**config.mk**
```make
export PLATFORM = sky130hd
export DESIGN_NAME = bpsk_demodulator
export DESIGN_NICKNAME = d
export VERILOG_FILES = /design/src/rtl/bpsk_demodulator.sv
export SDC_FILE = /design/constraint.sdc
export NUM_CORES = 1
export LEC_CHECK = 0
export BUFFER_PORTS_ARGS = -buffer_cell sky130_fd_sc_hd__buf_4
export CORE_MARGIN = 4
export CORE_UTILIZATION = 50
export DETAILED_ROUTE_END_ITERATION = 16
export GPL_ROUTABILITY_DRIVEN = 0
export PLACE_DENSITY = 0.67
export RECOVER_POWER = 100
export SLEW_MARGIN = 20
export SYNTH_ARGS = -nofsm -noshare
export SYNTH_HDL_FRONTEND = slang
export SYNTH_SLANG_ARGS = --single-unit
```
**constraint.sdc**
```tcl
create_clock -name clk -period 6.9 [get_ports clk]
set_input_delay 0.69 -clock clk [delete_from_list [all_inputs] [get_ports clk]]
set_output_delay 0.69 -clock clk [all_outputs]
set_load 0.005 [all_outputs]
```
**src/rtl/bpsk_demodulator.sv**
```systemverilog
// BPSK correlation receiver: multiplies each received sample by the local sine reference,
// integrates over one carrier period per bit and assembles LSB-first DATA_WIDTH-bit words.
module bpsk_demodulator #(
  parameter int SAMPLE_NUMBER = 256,
  parameter int SAMPLE_WIDTH  = 12,
  parameter int DATA_WIDTH    = 12,
  parameter int WEAK_THRESH   = 0
) (
  input  logic                             clk,
  input  logic                             rst,
  input  logic                             en,
  input  logic signed [SAMPLE_WIDTH-1:0]   signal_in,
  input  logic signed [SAMPLE_WIDTH-1:0]   ref_in,
  input  logic [$clog2(SAMPLE_NUMBER)-1:0] cnt_in,
  output logic [DATA_WIDTH-1:0]            data_out,
  output logic                             data_valid,
  output logic                             weak_out,
  output logic                             locked
);

  localparam int CNT_W  = $clog2(SAMPLE_NUMBER);
  localparam int PROD_W = 2 * SAMPLE_WIDTH;
  localparam int ACC_W  = PROD_W + CNT_W;
  localparam int BIT_W  = (DATA_WIDTH > 1) ? $clog2(DATA_WIDTH) : 1;

  typedef enum logic {S_IDLE, S_RUN} state_t;

  state_t                    r_state;
  logic signed [PROD_W-1:0]  r_prod_p1;
  logic [CNT_W-1:0]          r_cnt_p1;
  logic                      r_vld_p1;
  logic signed [ACC_W-1:0]   r_acc_p2;
  logic [BIT_W-1:0]          r_bitcnt_p2;
  logic [DATA_WIDTH-1:0]     r_word_p2;
  logic                      r_weak_p2;
  logic [DATA_WIDTH-1:0]     r_data_out;
  logic                      r_data_valid;
  logic                      r_weak_out;

  logic                      w_take;
  logic signed [ACC_W-1:0]   w_prod_ext;
  logic signed [ACC_W-1:0]   w_sum;
  logic                      w_last;
  logic                      w_bit;
  logic                      w_weak_word;
  logic [DATA_WIDTH-1:0]     w_word;

  function automatic logic [ACC_W-1:0] f_abs(input logic signed [ACC_W-1:0] v);
    return v[ACC_W-1] ? ACC_W'(-v) : ACC_W'(v);
  endfunction

  // A zero correlation carries no information and decodes as 0.
  function automatic logic f_decide_bit(input logic signed [ACC_W-1:0] v);
    return (v > $signed(ACC_W'(0)));
  endfunction

  function automatic logic f_is_weak(input logic signed [ACC_W-1:0] v);
    return (f_abs(v) <= ACC_W'(WEAK_THRESH));
  endfunction

  assign w_take = en && ((r_state == S_RUN) || (cnt_in == '0));

  always_ff @(posedge clk) begin
    if (!rst) begin
      r_state <= S_IDLE;
    end else begin
      case (r_state)
        S_IDLE:  if (en && (cnt_in == '0)) r_state <= S_RUN;
        S_RUN:   r_state <= S_RUN;
        default: r_state <= S_IDLE;
      endcase
    end
  end

  // Stage p1: sample-by-reference product
  always_ff @(posedge clk) begin
    if (w_take) begin
      r_prod_p1 <= signal_in * ref_in;
      r_cnt_p1  <= cnt_in;
    end
  end

  always_ff @(posedge clk) begin
    if (!rst) r_vld_p1 <= 1'b0;
    else      r_vld_p1 <= w_take;
  end

  // Stage p2: integrate over the period and decide the bit at its last sample
  assign w_prod_ext = $signed({{CNT_W{r_prod_p1[PROD_W-1]}}, r_prod_p1});
  assign w_sum      = ((r_cnt_p1 == '0) ? $signed(ACC_W'(0)) : r_acc_p2) + w_prod_ext;
  assign w_last     = (r_cnt_p1 == CNT_W'(SAMPLE_NUMBER - 1));
  assign w_bit      = f_decide_bit(w_sum);
  assign w_weak_word = r_weak_p2 | f_is_weak(w_sum);

  always_comb begin
    w_word = r_word_p2;
    w_word[r_bitcnt_p2] = w_bit;
  end

  always_ff @(posedge clk) begin
    if (!rst) begin
      r_acc_p2     <= '0;
      r_bitcnt_p2  <= '0;
      r_word_p2    <= '0;
      r_weak_p2    <= 1'b0;
      r_data_out   <= '0;
      r_data_valid <= 1'b0;
      r_weak_out   <= 1'b0;
    end else begin
      r_data_valid <= 1'b0;
      if (r_vld_p1) begin
        r_acc_p2 <= w_sum;
        if (w_last) begin
          r_word_p2 <= w_word;
          if (r_bitcnt_p2 == BIT_W'(DATA_WIDTH - 1)) begin
            r_data_out   <= w_word;
            r_weak_out   <= w_weak_word;
            r_data_valid <= 1'b1;
            r_bitcnt_p2  <= '0;
            r_weak_p2    <= 1'b0;
          end else begin
            r_bitcnt_p2  <= r_bitcnt_p2 + 1'b1;
            r_weak_p2    <= w_weak_word;
          end
        end
      end
    end
  end

  assign data_out   = r_data_out;
  assign data_valid = r_data_valid;
  assign weak_out   = r_weak_out;
  assign locked     = (r_state == S_RUN);

endmodule

```
# After elaboration in Yosys (flattened, before gate mapping)
# Cells that the tools add are included.
[totals]
regBits = 97
latch_bits = 0
mem_bits_rw = 0
romBits = 0
inputBits = 35
output_inout_bits = 15
wordCells = 42
mem_count = 0
[op_classes]
n_addsub = 3
multipliers = 1
div = 0
magnitude_cmp = 4
n_eq_ne = 2
shift = 0
n_mux = 10
n_bitwise = 2
reduce_logical = 9
[ops]
columns = ["operator", "n"]
rows = [
  ["32-bit 2-to-1 mux", 2],
  ["32-bit by 24-bit adder with 32-bit output", 1],
  ["32-bit by 1-bit greater-than comparator with 1-bit output, second input constant", 1],
  ["32-bit by 1-bit <= comparator with 1-bit output, second input constant", 1],
  ["32-bit negator", 1],
  ["12-bit by 12-bit multiplier with 24-bit output", 1],
  ["8-bit logical NOT", 2],
  ["12-bit bitwise mux", 1],
  ["8-bit == test, second input constant", 1],
  ["3-bit AND reduction", 2],
  ["4-bit by 5-bit less-than comparator with 1-bit output, second input constant", 1],
  ["4-bit by 1-bit adder with 4-bit output, second input constant", 1],
  ["1-bit demux with 4-bit select", 1],
  ["4-bit == test, second input constant", 1],
  ["4-bit by 1-bit greater-or-equal comparator with 1-bit output, second input constant", 1],
  ["1-bit 2-to-1 mux", 4],
  ["4-bit 2-to-1 mux", 1],
  ["1-bit logical AND", 3],
  ["1-bit one-hot mux with 2 select lines", 1],
  ["2-bit AND reduction", 1],
  ["1-bit logical OR", 1],
  ["1-bit NOT", 1],
  ["1-bit bitwise OR", 1],
]

# Longest topological paths before layout
# Gate-level depths: netlist of run 1.
[logic_depth]
depth_word = 8
depth_mapped = 25
depth_no_buf = 24

# Worst setup path before layout of run 1
# OpenSTA, ideal clock, no wires.
[synth_path]
kind = "input to register"
start = "input ref_in[0]"
end = "register r_prod_p1[23], data pin"
setup_ns = 0.266
arrival_time_ns = 6.009
t_required_ns = 6.634
slack_ns = 0.625
stages = 23
n_path_buf = 1
cell_sequence = "clkbuf_1 nand2_1 fa_1 inv_1 ha_1 inv_1 fa_1 fa_1 fa_1 inv_1 ha_1 nor2b_1 o21ai_0 a21boi_0 o21ai_0 a21boi_0 o21a_1 o21a_1 o31a_1 o41a_1 a41o_1 o41ai_1 xnor2_1"
[synth_via]
elab_chain_len = 1
[synth_lines]
columns = ["item", "line_no", "source"]
rows = [
  ["start: declaration", "13", "input logic signed [SAMPLE_WIDTH-1:0] ref_in,"],
  ["12-bit by 12-bit multiplier with 24-bit output", "78", "r_prod_p1 <= signal_in * ref_in;"],
  ["end signal: assignment", "78", ""],
  ["end: declaration", "29", "logic signed [PROD_W-1:0] r_prod_p1;"],
]
# Every way passes these cells.
# A chain may end at the register's enable or synchronous reset.

# Worst setup path in the final report of run 1
[layout_path]
start = "register r_cnt_p1[4]"
end = "register r_weak_p2"
[layout_via]
elab_chain_len = 8
word_cells_on_any_way = 10
classes_between = "2 x add/sub; 1 x order compare; 1 x eq/ne; 3 x mux; 1 x bitwise; 2 x reduce/logical"
[layout_lines]
columns = ["item", "line_no", "source"]
rows = [
  ["start: declaration", "30", "logic [CNT_W-1:0] r_cnt_p1;"],
  ["start signal: assignment", "79", "r_cnt_p1 <= cnt_in;"],
  ["8-bit logical NOT", "90", "assign w_sum = ((r_cnt_p1 == '0) ? $signed(ACC_W'(0)) : r_acc_p2) + w_prod_ext;"],
  ["32-bit 2-to-1 mux", "90", ""],
  ["32-bit by 24-bit adder with 32-bit output", "90", ""],
  ["32-bit negator", "49", "return v[ACC_W-1] ? ACC_W'(-v) : ACC_W'(v);"],
  ["32-bit 2-to-1 mux", "49", ""],
  ["32-bit by 1-bit <= comparator with 1-bit output", "58", "return (f_abs(v) <= ACC_W'(WEAK_THRESH));"],
  ["1-bit bitwise OR", "93", "assign w_weak_word = r_weak_p2 | f_is_weak(w_sum);"],
  ["1-bit 2-to-1 mux", "115", "if (r_bitcnt_p2 == BIT_W'(DATA_WIDTH - 1)) begin"],
  ["end signal: assignment", "123", "r_weak_p2 <= w_weak_word;"],
  ["end: declaration", "35", "logic r_weak_p2;"],
]
# Several ways; a longest one is shown, not always the timed one.

==> results by group, run 1 <==
Floorplanning
  – Die width: 162 µm
  – Rows: 56
  – Die Ht: 162 µm
  – Core area: 23500 µm²
  – Initial Utilization: 0.507
  – Ports: 50
  – Die ar.: 26300 µm²

Clock network
  – CTS Root Cell: clkbuf_16
  – TritonCTS buffer count: 9
  – Clock tree from TritonCTS: yes
  – Later-pin clock latency in the skew report: 0.35 ns
  – Post-CTS setup buffers: 0
  – Clock slew at reported path FFs: 0.07 ns
  – Post-cts repair resize count: 0
  – Hold Buf Count CTS: 0
  – Max clock buf depth: 2
  – Clock Sinks: 96
  – Htree depth: 3

Worst hold path
  – Worst Hold Path EP: data_out[0]
  – Hold crit path type: register to register
  – Worst Hold Launch: data_out[0]
  – Hold Path Cell Cnt: 2

GRT
  – Largest net degree at the start of global routing: 65
  – Initial antenna violation count: 0
  – Number of global-route vias before repair: 9237
  – Global route total overflow: 0
  – First-pass GRT wire length: 44500 µm
  – Overall Global Routing Usage: 0.202

STA
  – Worst Tran Pin Value: 2.66 ns
  – Tcrit/Tclk final: 0.906
  – Fmax: 0.160 GHz
  – Setup TNS Final: 0 ns
  – Clk_skew: 0.00865 ns
  – Crit path time final: 6.25 ns
  – Slew headroom: -0.772
  – RSZ-0062 raised after global routing: false
  – Final setup vio count: 0
  – Slew Limit Fails: 91
  – Final hold violations: 0

Run status
  – Status: finished with violations
  – Failing checks: max-capacitance violations, max-slew violations

Critical path
  – CP max FO: 30
  – Worst Setup Start Kind: register
  – CP Capture Type: register
  – Path depth of the worst reg2reg path: 17
  – R2r startpoint: r_cnt_p1[4]
  – Reg2reg setup slack: 0.65 ns
  – Arrival time worst endpoint: 6.53 ns
  – CP required: 7.18 ns
  – CP Launch Point: r_cnt_p1[4]
  – Kind of critical path: register to register
  – R2R Path End: r_weak_p2

Yosys
  – Count of different cell masters after synthesis: 78
  – Top cells by count, synth: inv_1, nand2_1, fa_1
  – Post-Syn Area per Cell: 8.89 µm²
  – Ys async rst share: 0
  – Syn Inst Count: 1339
  – Synth top area share: 0.234
  – Ys Warns: 0
  – Post-Syn Area: 11900 µm²
  – Top FF cell, synth: dfxtp_1
  – Count leader, synth: inv_1
  – Leading area contributor after synthesis: fa_1
  – FF+latch count, synth: 96
  – Register area share after synthesis: 0.188
  – Post-synth EDFFs: 32
  – Synthesized net count: 1599
  – Top post-synthesis cells by area: fa_1, dfxtp_1, ha_1, edfxtp_1, inv_1

Detailed routing
  – DR WL/cell: 15.2 µm
  – DR vias: 8976
  – Drt via density: 5.37
  – Initial DRT Pass Iterations: 6
  – Detail Route Antenna Nets: 0
  – Initial drt markers: 538
  – DRC violations left: 0
  – Final wirelength: 25400 µm

Pwr
  – Lkg Pwr: 5.63 nW
  – Worst-case vdd ir drop: 0.000222 V
  – Power Total: 0.00385 W
  – Pwr per Cell Area: 302 nW/µm²

Layout
  – Register area: 2240 µm²
  – Layout cells sized above 1: 0.0643
  – # fillers: 2173
  – Layout Nets: 1608
  – Antenna diode count: 0
  – Layout area overhead: 7.05%
  – Multi-input logic area: 8790 µm²

Placement
  – Input/output buffers: 49
  – DP HPWL: 20300 µm

Flow run
  – Max Cap Violations: 3
## state kept, by name (all words and copies together), names as in the netlist
signal / count
data_out: 12
data_valid: 1
locked: 1
r_acc_p2: 32
r_bitcnt_p2: 4
r_cnt_p1: 8
r_prod_p1: 24
r_vld_p1: 1
r_weak_p2: 1
r_word_p2: 11
weak_out: 1
## critical path: stages, from the launching register on
cell      delay (ns)
edfxtp_1        0.40
nor4_1          0.58
nand2_1         0.09
clkbuf_1        0.58
and2_0          0.41
ha_1            0.35
nand3_1         0.11
o221a_2         0.31
o211a_1         0.31
nand4b_1        0.35
and2_0          0.33
xnor2_1         0.27
nor4_1          0.61
nand4b_1        0.29
or4b_1          0.56
a311oi_1        0.28
nand4_1         0.15
o21ai_0         0.17
## logic make-up after synthesis
family / Yosys count / synth area share
simple gates: 489 / 0.217
buf+inv: 228 / 0.0724
fa+ha+maj: 225 / 0.324
compound gates: 213 / 0.128
flops: 96 / 0.188
mux: 46 / 0.0389
xor+xnor: 42 / 0.0309
## power by group
group          total (W)  internal, W  switching (W)
sequential      0.000756     0.000755    0.000000883
combinational    0.00263      0.00124        0.00139
clock           0.000468     0.000248       0.000221
## layer usage
metal  wire [µm]  global-route usage
met1       12100               0.276
met2       12200               0.346
met3         743              0.0239
met4         357              0.0458
met5           0                   0
## how the worst max path moves through the flow
stage                    end  slack, ns
2_1_floorplan  r_prod_p1[23]       0.63
5_1_grt            r_weak_p2       0.13
6_report           r_weak_p2       0.65
3_3_place_gp   r_prod_p1[23]       0.40
3_5_place_dp   r_prod_p1[23]       0.35
4_1_cts        r_prod_p1[23]       0.71
## final cells by class
| cell class | count | area share |
|---|---|---|
| Timing Repair Buffer | 56 | 0.0312 |
| Tap cell | 319 | 0.0313 |
| Multi-Input combinational cell | 1015 | 0.690 |
| Clock buffer | 11 | 0.0183 |
| Sequential cell | 96 | 0.176 |
| Inverter | 170 | 0.0501 |
| Clock inverter | 5 | 0.00304 |
## through the flow
step                instances   util  worst slack, ns  area, µm²  hold WS, ns
floorplan                1339      -            0.625      11900        0.437
global placement         1656  0.533            0.400      12500        0.445
detailed placement       1656  0.533            0.350      12500        0.451
CTS                      1672  0.544            0.707      12800        0.461
global route             1672  0.543            0.135      12700        0.487
finish                   1672  0.543            0.651      12700        0.462
## layout by cell type (no fill, tap or decap), types with 5 or more instances in the layout
master,count
a211oi_1,15
a21boi_0,15
a21o_1,17
a21oi_1,47
and2_0,12
and2_1,85
and3_1,7
buf_4,28
clkbuf_1,8
clkbuf_16,9
clkbuf_4,22
dfxtp_1,63
edfxtp_1,32
fa_1,139
ha_1,86
inv_1,170
mux2i_1,44
nand2_1,146
nand2b_1,15
nand3_1,42
nand4_1,10
nor2_1,49
nor2b_1,52
nor3_1,22
nor4_1,5
o211a_1,11
o211ai_1,11
o21a_1,11
o21ai_0,32
o31ai_1,5
or2_2,5
or3_1,10
xnor2_1,33
xor2_1,9
No activity file was read; power rests on OpenSTA's default activity.
==> run 2: changes to the inputs <==
--- a/config.mk
+++ b/config.mk
@@ -11,8 +11,6 @@
 export DETAILED_ROUTE_END_ITERATION = 16
 export GPL_ROUTABILITY_DRIVEN = 0
 export PLACE_DENSITY = 0.67
-export RECOVER_POWER = 100
-export SLEW_MARGIN = 20
 export SYNTH_ARGS = -nofsm -noshare
 export SYNTH_HDL_FRONTEND = slang
 export SYNTH_SLANG_ARGS = --single-unit
==> run 2 against run 1 <==
Final cell count did not move. Power barely moved. Critical path type is now input pin to register. Clock skew is essentially flat. Highest routed layer unchanged. The flow now finishes without violations.
==> results by group, run 2 (same netlist as run 1, synthesis figures left out) <==
Detailed routing
  – Final wirelength: 25500 µm (was 25400 µm)
  – DR vias: 9006 (was 8976)
  – DRC violations left: 0 (unchanged)
  – Initial DRT Pass Iterations: 4 (was 6)
  – Drt via density: 5.39 (was 5.37)
  – Initial drt markers: 567 (was 538)
  – Detail Route Antenna Nets: 0 (unchanged)
  – DR WL/cell: 15.2 µm (about the same)

Placement
  – DP HPWL: 20300 µm (unchanged)
  – Input/output buffers: 49 (unchanged)
  – Inst Count DP: 1656 (unchanged)

GRT
  – First-pass GRT wire length: 44500 µm (unchanged)
  – Number of global-route vias before repair: 9237 (unchanged)
  – Met2 usage: 0.346 (unchanged)
  – Largest net degree at the start of global routing: 65 (unchanged)
  – Overall Global Routing Usage: 0.202 (unchanged)
  – Global route total overflow: 0 (unchanged)
  – Most Crowded Layer GR: met2 (unchanged)
  – Initial antenna violation count: 0 (unchanged)
  – Grt met3 use: 0.0239 (unchanged)
  – Met1 Resource Use GR: 0.276 (unchanged)

Pwr
  – Net switching power: 0.00161 W (about the same)
  – Combinational fraction of design power: 0.683 (was 0.682)
  – Lkg Pwr: 5.68 nW (was 5.63 nW)
  – Worst-case vdd ir drop: 0.000222 V (about the same)
  – Clock power share: 0.121 (was 0.122)
  – Pwr per Cell Area: 302 nW/µm² (about the same)
  – Internal power: 0.00225 W (was 0.00224 W)
  – Sw frac: 0.417 (was 0.418)
  – Seq pwr share: 0.196 (about the same)

Floorplanning
  – Rows: 56 (unchanged)
  – Die Ht: 162 µm (unchanged)
  – Die width: 162 µm (unchanged)
  – Ports: 50 (unchanged)
  – Core area: 23500 µm² (unchanged)
  – Die ar.: 26300 µm² (unchanged)
  – Initial Utilization: 0.507 (unchanged)

Clock network
  – Clock Sinks: 96 (unchanged)
  – Post-cts repair resize count: 0 (unchanged)
  – Max clock buf depth: 2 (unchanged)
  – Clock tree from TritonCTS: yes (unchanged)
  – Post-CTS setup buffers: 0 (unchanged)
  – CTS Root Cell: clkbuf_16 (unchanged)
  – Later-pin clock latency in the skew report: 0.35 ns (about the same)
  – Hold Buf Count CTS: 0 (unchanged)
  – Clock slew at reported path FFs: 0.07 ns (about the same)
  – Htree depth: 3 (unchanged)
  – TritonCTS buffer count: 9 (unchanged)

Flow run
  – Max Cap Violations: 0 (was 3)

Layout
  – Largest Register: r_acc_p2 (unchanged)
  – Max reg flops: 32 (unchanged)
  – Most common cell after layout, fill and taps aside: inv_1 (unchanged)
  – Layout cells sized above 1: 0.0717 (was 0.0643)
  – Final core utilization: 0.544 (was 0.543)
  – Most frequent cells in the layout: inv_1, nand2_1, fa_1 (unchanged)
  – Layout Nets: 1608 (unchanged)
  – Post-Layout Cell Count: 1672 (unchanged)
  – Layout area overhead: 7.36% (was 7.05%)
  – Antenna diode count: 0 (unchanged)

STA
  – Setup TNS Final: 0 ns (unchanged)
  – Final hold violations: 0 (unchanged)
  – Worst Tran Pin Value: 1.05 ns (was 2.66 ns)
  – Crit path time final: 6.19 ns (was 6.25 ns)
  – Slew headroom: 0.295 (was -0.772)
  – Tcrit/Tclk final: 0.896 (was 0.906)
  – Fmax: 0.162 GHz (was 0.160 GHz)
  – Slew Limit Fails: 0 (was 91)
  – Final setup vio count: 0 (unchanged)
  – RSZ-0062 raised after global routing: false (unchanged)
  – Clk_skew: 0.00863 ns (was 0.00865 ns)

Critical path
  – CP Launch Point: signal_in[7] (was r_cnt_p1[4])
  – Worst Setup Start Kind: input pin (was register)
  – CP cell instances: buf_4 -> nand2_1 -> fa_1 -> inv_1 -> ha_1 -> inv_1 -> fa_1 -> fa_1 -> fa_1 -> inv_1 -> ha_1 -> nor2b_1 -> o21ai_0 -> a21boi_0 -> o21ai_0 -> a21boi_0 -> o21a_1 -> o21a_1 -> o31a_1 -> o41a_1 -> a41o_1 -> o41ai_1 -> xnor2_1 (was nor4_1 -> nand2_1 -> clkbuf_1 -> and2_0 -> ha_1 -> nand3_1 -> o221a_2 -> o211a_1 -> nand4b_1 -> and2_0 -> xnor2_1 -> nor4_1 -> nand4b_1 -> or4b_1 -> a311oi_1 -> nand4_1 -> o21ai_0)
  – R2R Path End: weak_out (was r_weak_p2)
  – CP max stage delay: 0.53 ns (was 0.61 ns)
  – Path depth of the worst reg2reg path: 17 (unchanged)
  – CP max-delay cell: fa_1 (was nor4_1)
  – Cell mode on critical path: fa_1
  – CP Capture Type: register (unchanged)
  – WP depth: 23 (was 17)
  – CP max FO: 12 (was 30)
  – Buffers & Inverters on Critical Path: 4 (was 1)
  – Reg2reg setup slack: 1.24 ns (was 0.65 ns)
  – CP delay by family, top: adder cells (was simple AND/OR/NAND/NOR gates)
  – Kind of critical path: input pin to register (was register to register)
  – Critical path destination: r_prod_p1[23] (was r_weak_p2)
  – CP required: 6.99 ns (was 7.18 ns)
  – R2r startpoint: r_cnt_p1[4] (unchanged)
  – Arrival time worst endpoint: 6.27 ns (was 6.53 ns)

Run status
  – Status: completed (was finished with violations)

Worst hold path
  – Hold crit path type: register to register (unchanged)
  – Hold Path Cell Cnt: 2 (unchanged)
[run 2: cell types whose count changed in the layout (fill, tap and decap cells not counted), moves of 2 or more]
cell | before | now
and2_0 | 12 | 0
and2_1 | 85 | 96
o21ai_1 | 0 | 2
buf_4 | 28 | 56
o21ai_0 | 32 | 30
clkbuf_4 | 22 | 0
clkbuf_1 | 8 | 2
[run 2: stage by stage]
step	hold WS (ns)	cell area (µm²)	power, W	setup WS (ns)
final	0.461	12800	0.00385	0.714
after detailed placement	0.451	12500	0.00344	0.350
after global routing	0.474	12800	0.00433	0.229
after floorplan	0.437	11900	0.00297	0.625
after global placement	0.445	12500	0.00336	0.400
after CTS	0.461	12800	0.00393	0.707
[run 2: layer usage]
metal  wire length (µm)  share of wire
met1              12200           0.48
met2              12200           0.48
met3                736          0.029
met4                335          0.013
met5                  0              0
[run 2: how the worst min path moves through the flow]
stage	startpoint	to	slack (ns)
after floorplan	r_weak_p2	r_weak_p2	0.44
after global placement	r_weak_p2	r_weak_p2	0.45
after global routing	r_weak_p2	r_weak_p2	0.47
after detailed placement	r_weak_p2	r_weak_p2	0.45
after CTS	r_weak_p2	r_weak_p2	0.46
final	r_weak_p2	r_weak_p2	0.46
[run 2: final cells by class]
type,instances,area (µm²)
clock buffer,11,233
clock inverter,5,38.8
fill,2164,10700
inverter,170,638
multi-input combinational,1015,8810
sequential,96,2240
tap,319,399
timing repair buffer,56,420
[run 2: worst min-delay path, delay by kind of cell (launching register included)]
family / cells / cell delay (ns)
flops: 1 / 0.31
simple gates: 1 / 0.06
compound gates: 1 / 0.05
[run 2: power groups by stage]
stage               combinational, W  clock (W)  sequential, W
floorplan                    0.00220          0       0.000769
global route                 0.00307   0.000510       0.000755
CTS                          0.00269   0.000485       0.000755
finish                       0.00263   0.000468       0.000756
detailed placement           0.00267          0       0.000768
global placement             0.00259          0       0.000768
==> run 3: changes to the inputs <==
==> constraint.sdc (replaced) <==
create_clock -name clk -period 6.1 [get_ports clk]
set_input_delay 0.61 -clock clk [delete_from_list [all_inputs] [get_ports clk]]
set_output_delay 0.61 -clock clk [all_outputs]
set_load 0.005 [all_outputs]
==> run 3 against run 2 <==
Utilization grew 1.6 points. Power rose by 19%. Routed wire length rose by 3.1%. Non-clock buffer count up 42. Worst setup slack worse by 0.47 ns. Count of clock-buffer cells in the layout is 1 lower. Clock skew increased by 0.0021 ns. Sequential power rose by 13%. Flip-flop and latch count stayed put. Design area rose by 2.8%. Critical endpoint unchanged. Largest power group unchanged. Highest routed layer unchanged.
==> results by group, run 3 (same netlist as run 1, synthesis figures left out) <==
Layout
  – Most common cell after layout, fill and taps aside: inv_1 (unchanged)
  – Layout area overhead: 10.4% (was 7.36%)
  – Layout cells sized above 1: 0.102 (was 0.0717)
  – Max reg flops: 32 (unchanged)
  – Most frequent cells in the layout: inv_1, nand2_1, fa_1 (unchanged)
  – Largest Register: r_acc_p2 (unchanged)
  – # fillers: 2183 (was 2164)
  – Post-Layout Cell Count: 1714 (was 1672)
  – Antenna diode count: 0 (unchanged)
  – Layout Nets: 1650 (was 1608)

Critical path
  – R2r startpoint: r_cnt_p1[0] (was r_cnt_p1[4])
  – Kind of critical path: input pin to register (unchanged)
  – CP required: 6.20 ns (was 6.99 ns)
  – Worst Setup Start Kind: input pin (unchanged)
  – CP delay by family, top: adder cells (unchanged)
  – CP max-delay cell: fa_1 (unchanged)
  – Buffers & Inverters on Critical Path: 4 (unchanged)
  – Arrival time worst endpoint: 5.95 ns (was 6.27 ns)
  – CP Capture Type: register (unchanged)
  – CP max stage delay: 0.53 ns (about the same)
  – R2R Path End: r_weak_p2 (was weak_out)
  – Cell mode on critical path: fa_1 (unchanged)
  – Path depth of the worst reg2reg path: 19 (was 17)
  – Reg2reg setup slack: 0.49 ns (was 1.24 ns)
  – CP cell instances: buf_4 -> nand2_1 -> fa_1 -> inv_1 -> ha_1 -> inv_1 -> fa_1 -> fa_1 -> fa_1 -> inv_1 -> ha_1 -> nor2b_1 -> o21ai_0 -> a21boi_1 -> o21ai_1 -> a21boi_0 -> o21a_1 -> o21a_1 -> o31a_1 -> o41a_1 -> a41o_1 -> o41ai_2 -> xnor2_1 (was buf_4 -> nand2_1 -> fa_1 -> inv_1 -> ha_1 -> inv_1 -> fa_1 -> fa_1 -> fa_1 -> inv_1 -> ha_1 -> nor2b_1 -> o21ai_0 -> a21boi_0 -> o21ai_0 -> a21boi_0 -> o21a_1 -> o21a_1 -> o31a_1 -> o41a_1 -> a41o_1 -> o41ai_1 -> xnor2_1)
  – CP max FO: 12 (unchanged)

Detailed routing
  – DR WL/cell: 15.3 µm (was 15.2 µm)
  – Detail Route Antenna Nets: 0 (unchanged)
  – DR vias: 9267 (was 9006)
  – Initial DRT Pass Iterations: 5 (was 4)
  – DRC violations left: 0 (unchanged)
  – Drt via density: 5.41 (was 5.39)
  – Initial drt markers: 435 (was 567)
  – Final wirelength: 26300 µm (was 25500 µm)

Clock network
  – Later-pin clock latency in the skew report: 0.36 ns (was 0.35 ns)
  – CTS Root Cell: clkbuf_16 (unchanged)
  – Htree depth: 3 (unchanged)
  – TritonCTS buffer count: 9 (unchanged)
  – Clock slew at reported path FFs: 0.07 ns (about the same)
  – Max clock buf depth: 2 (unchanged)
  – Clock Sinks: 96 (unchanged)
  – Clock tree from TritonCTS: yes (unchanged)
  – Hold Buf Count CTS: 0 (unchanged)

STA
  – Tcrit/Tclk final: 0.960
  – Worst Tran Pin Value: 1.04 ns (was 1.05 ns)
  – Hold slack: 0.435 ns (was 0.461 ns)
  – Final hold violations: 0 (unchanged)
  – Slew headroom: 0.300 (was 0.295)
  – Crit path time final: 5.85 ns
  – Clk_skew: 0.0108 ns (was 0.00863 ns)
  – RSZ-0062 raised after global routing: false (unchanged)
  – Final setup vio count: 0 (unchanged)
  – Fmax: 0.171 GHz
  – Slew Limit Fails: 0 (unchanged)

Floorplanning
  – Rows: 56 (unchanged)
  – Die width: 162 µm (unchanged)
  – Die Ht: 162 µm (unchanged)
  – Core area: 23500 µm² (unchanged)
  – Die ar.: 26300 µm² (unchanged)
  – Ports: 50 (unchanged)
  – Initial Utilization: 0.507 (unchanged)

Placement
  – Inst Count DP: 1698 (was 1656)
  – Input/output buffers: 49 (unchanged)
  – DP HPWL: 21200 µm (was 20300 µm)

Worst hold path
  – Hold crit path type: input pin to register (was register to register)
  – Worst Hold Path EP: r_cnt_p1[1] (was r_weak_p2)
  – Hold Path Cell Cnt: 1 (was 2)
  – Worst Hold Launch: cnt_in[1] (was r_weak_p2)

GRT
  – First-pass GRT wire length: 45200 µm (was 44500 µm)
  – Number of global-route vias before repair: 9543 (was 9237)
  – Global route total overflow: 0 (unchanged)
  – Initial antenna violation count: 0 (unchanged)
  – Overall Global Routing Usage: 0.205 (was 0.202)
  – Largest net degree at the start of global routing: 65 (unchanged)

Run status
  – Status: completed (unchanged)

Pwr
  – Worst-case vdd ir drop: 0.000297 V (was 0.000222 V)
  – Lkg Pwr: 5.91 nW (was 5.68 nW)
  – Power Total: 0.00457 W (was 0.00385 W)
  – Pwr per Cell Area: 348 nW/µm² (was 302 nW/µm²)

Flow run
  – Max Cap Violations: 0 (unchanged)
[run 3: worst max-delay path by stage]
stage | start | end | depth (start not counted)
after global routing | signal_in[7] | r_prod_p1[23] | 23
after detailed placement | signal_in[7] | r_prod_p1[23] | 23
after global placement | signal_in[7] | r_prod_p1[23] | 23
after floorplan | ref_in[0] | r_prod_p1[23] | 23
final | signal_in[7] | r_prod_p1[23] | 23
after CTS | signal_in[7] | r_prod_p1[23] | 23
[run 3: per-layer routing]
| metal | up-vias | global-route usage | part of all wire |
|---|---|---|---|
| met3 | 42 | 0.0190 | 0.034 |
| met5 | - | 0 | 0 |
| li1 | 4585 | - | - |
| met1 | 4436 | 0.273 | 0.47 |
| met2 | 204 | 0.359 | 0.48 |
| met4 | 0 | 0.0561 | 0.021 |
[run 3: power by group]
part	switching (W)	internal [W]	total (W)
clock network	0.000263	0.000293	0.000556
registers	0.00000105	0.000854	0.000855
logic	0.00163	0.00154	0.00316
[run 3: repair_timing]
| item | 4_1_cts | 5_1_grt |
|---|---|---|
| hold endpoints to repair | 0 | 0 |
| resized for setup | 0 | 3 |
| endpoints found under the setup margin | 0 | 1 |
| setup buffers | 0 | 0 |
[run 3: area by class of cell]
cell class | count | area, µm² | share of cell area
clock buffers | 10 | 239 | 0.0182
clock inverters | 6 | 48.8 | 0.00371
inverters | 170 | 638 | 0.0485
multi-input cells | 1015 | 8810 | 0.671
flip-flops and latches | 96 | 2240 | 0.171
well taps | 319 | 399 | 0.0304
repair buffers | 98 | 761 | 0.0579
[run 3: through the flow]
stage | setup WS (ns) | instance area [µm²] | util | TNS (ns)
5_1_grt | 0.0141 | 13100 | 0.560 | 0
6_report | 0.246 | 13100 | 0.560 | 0
2_1_floorplan | 0.0187 | 11900 | - | 0
4_1_cts | 0.0650 | 13100 | 0.560 | 0
3_3_place_gp | -0.261 | 12800 | 0.547 | -0.302
3_5_place_dp | -0.296 | 12800 | 0.547 | -0.362
[run 3: worst reg2reg max path, stage by stage (launching register included)]
cell and delay [ns]:
edfxtp_1 0.39, nor4_1 0.62, nand2_1 0.17, buf_4 0.27, and2_1 0.20, ha_1 0.20, inv_1 0.07, fa_1 0.19
nand2b_1 0.20, a211oi_4 0.13, o21ai_0 0.39, nand4_1 0.30, a21oi_1 0.42, mux2i_1 0.25, nor4_2 0.31, nand4b_1 0.24
or4b_1 0.56, a311oi_1 0.31, nand4_1 0.17, o21ai_1 0.15
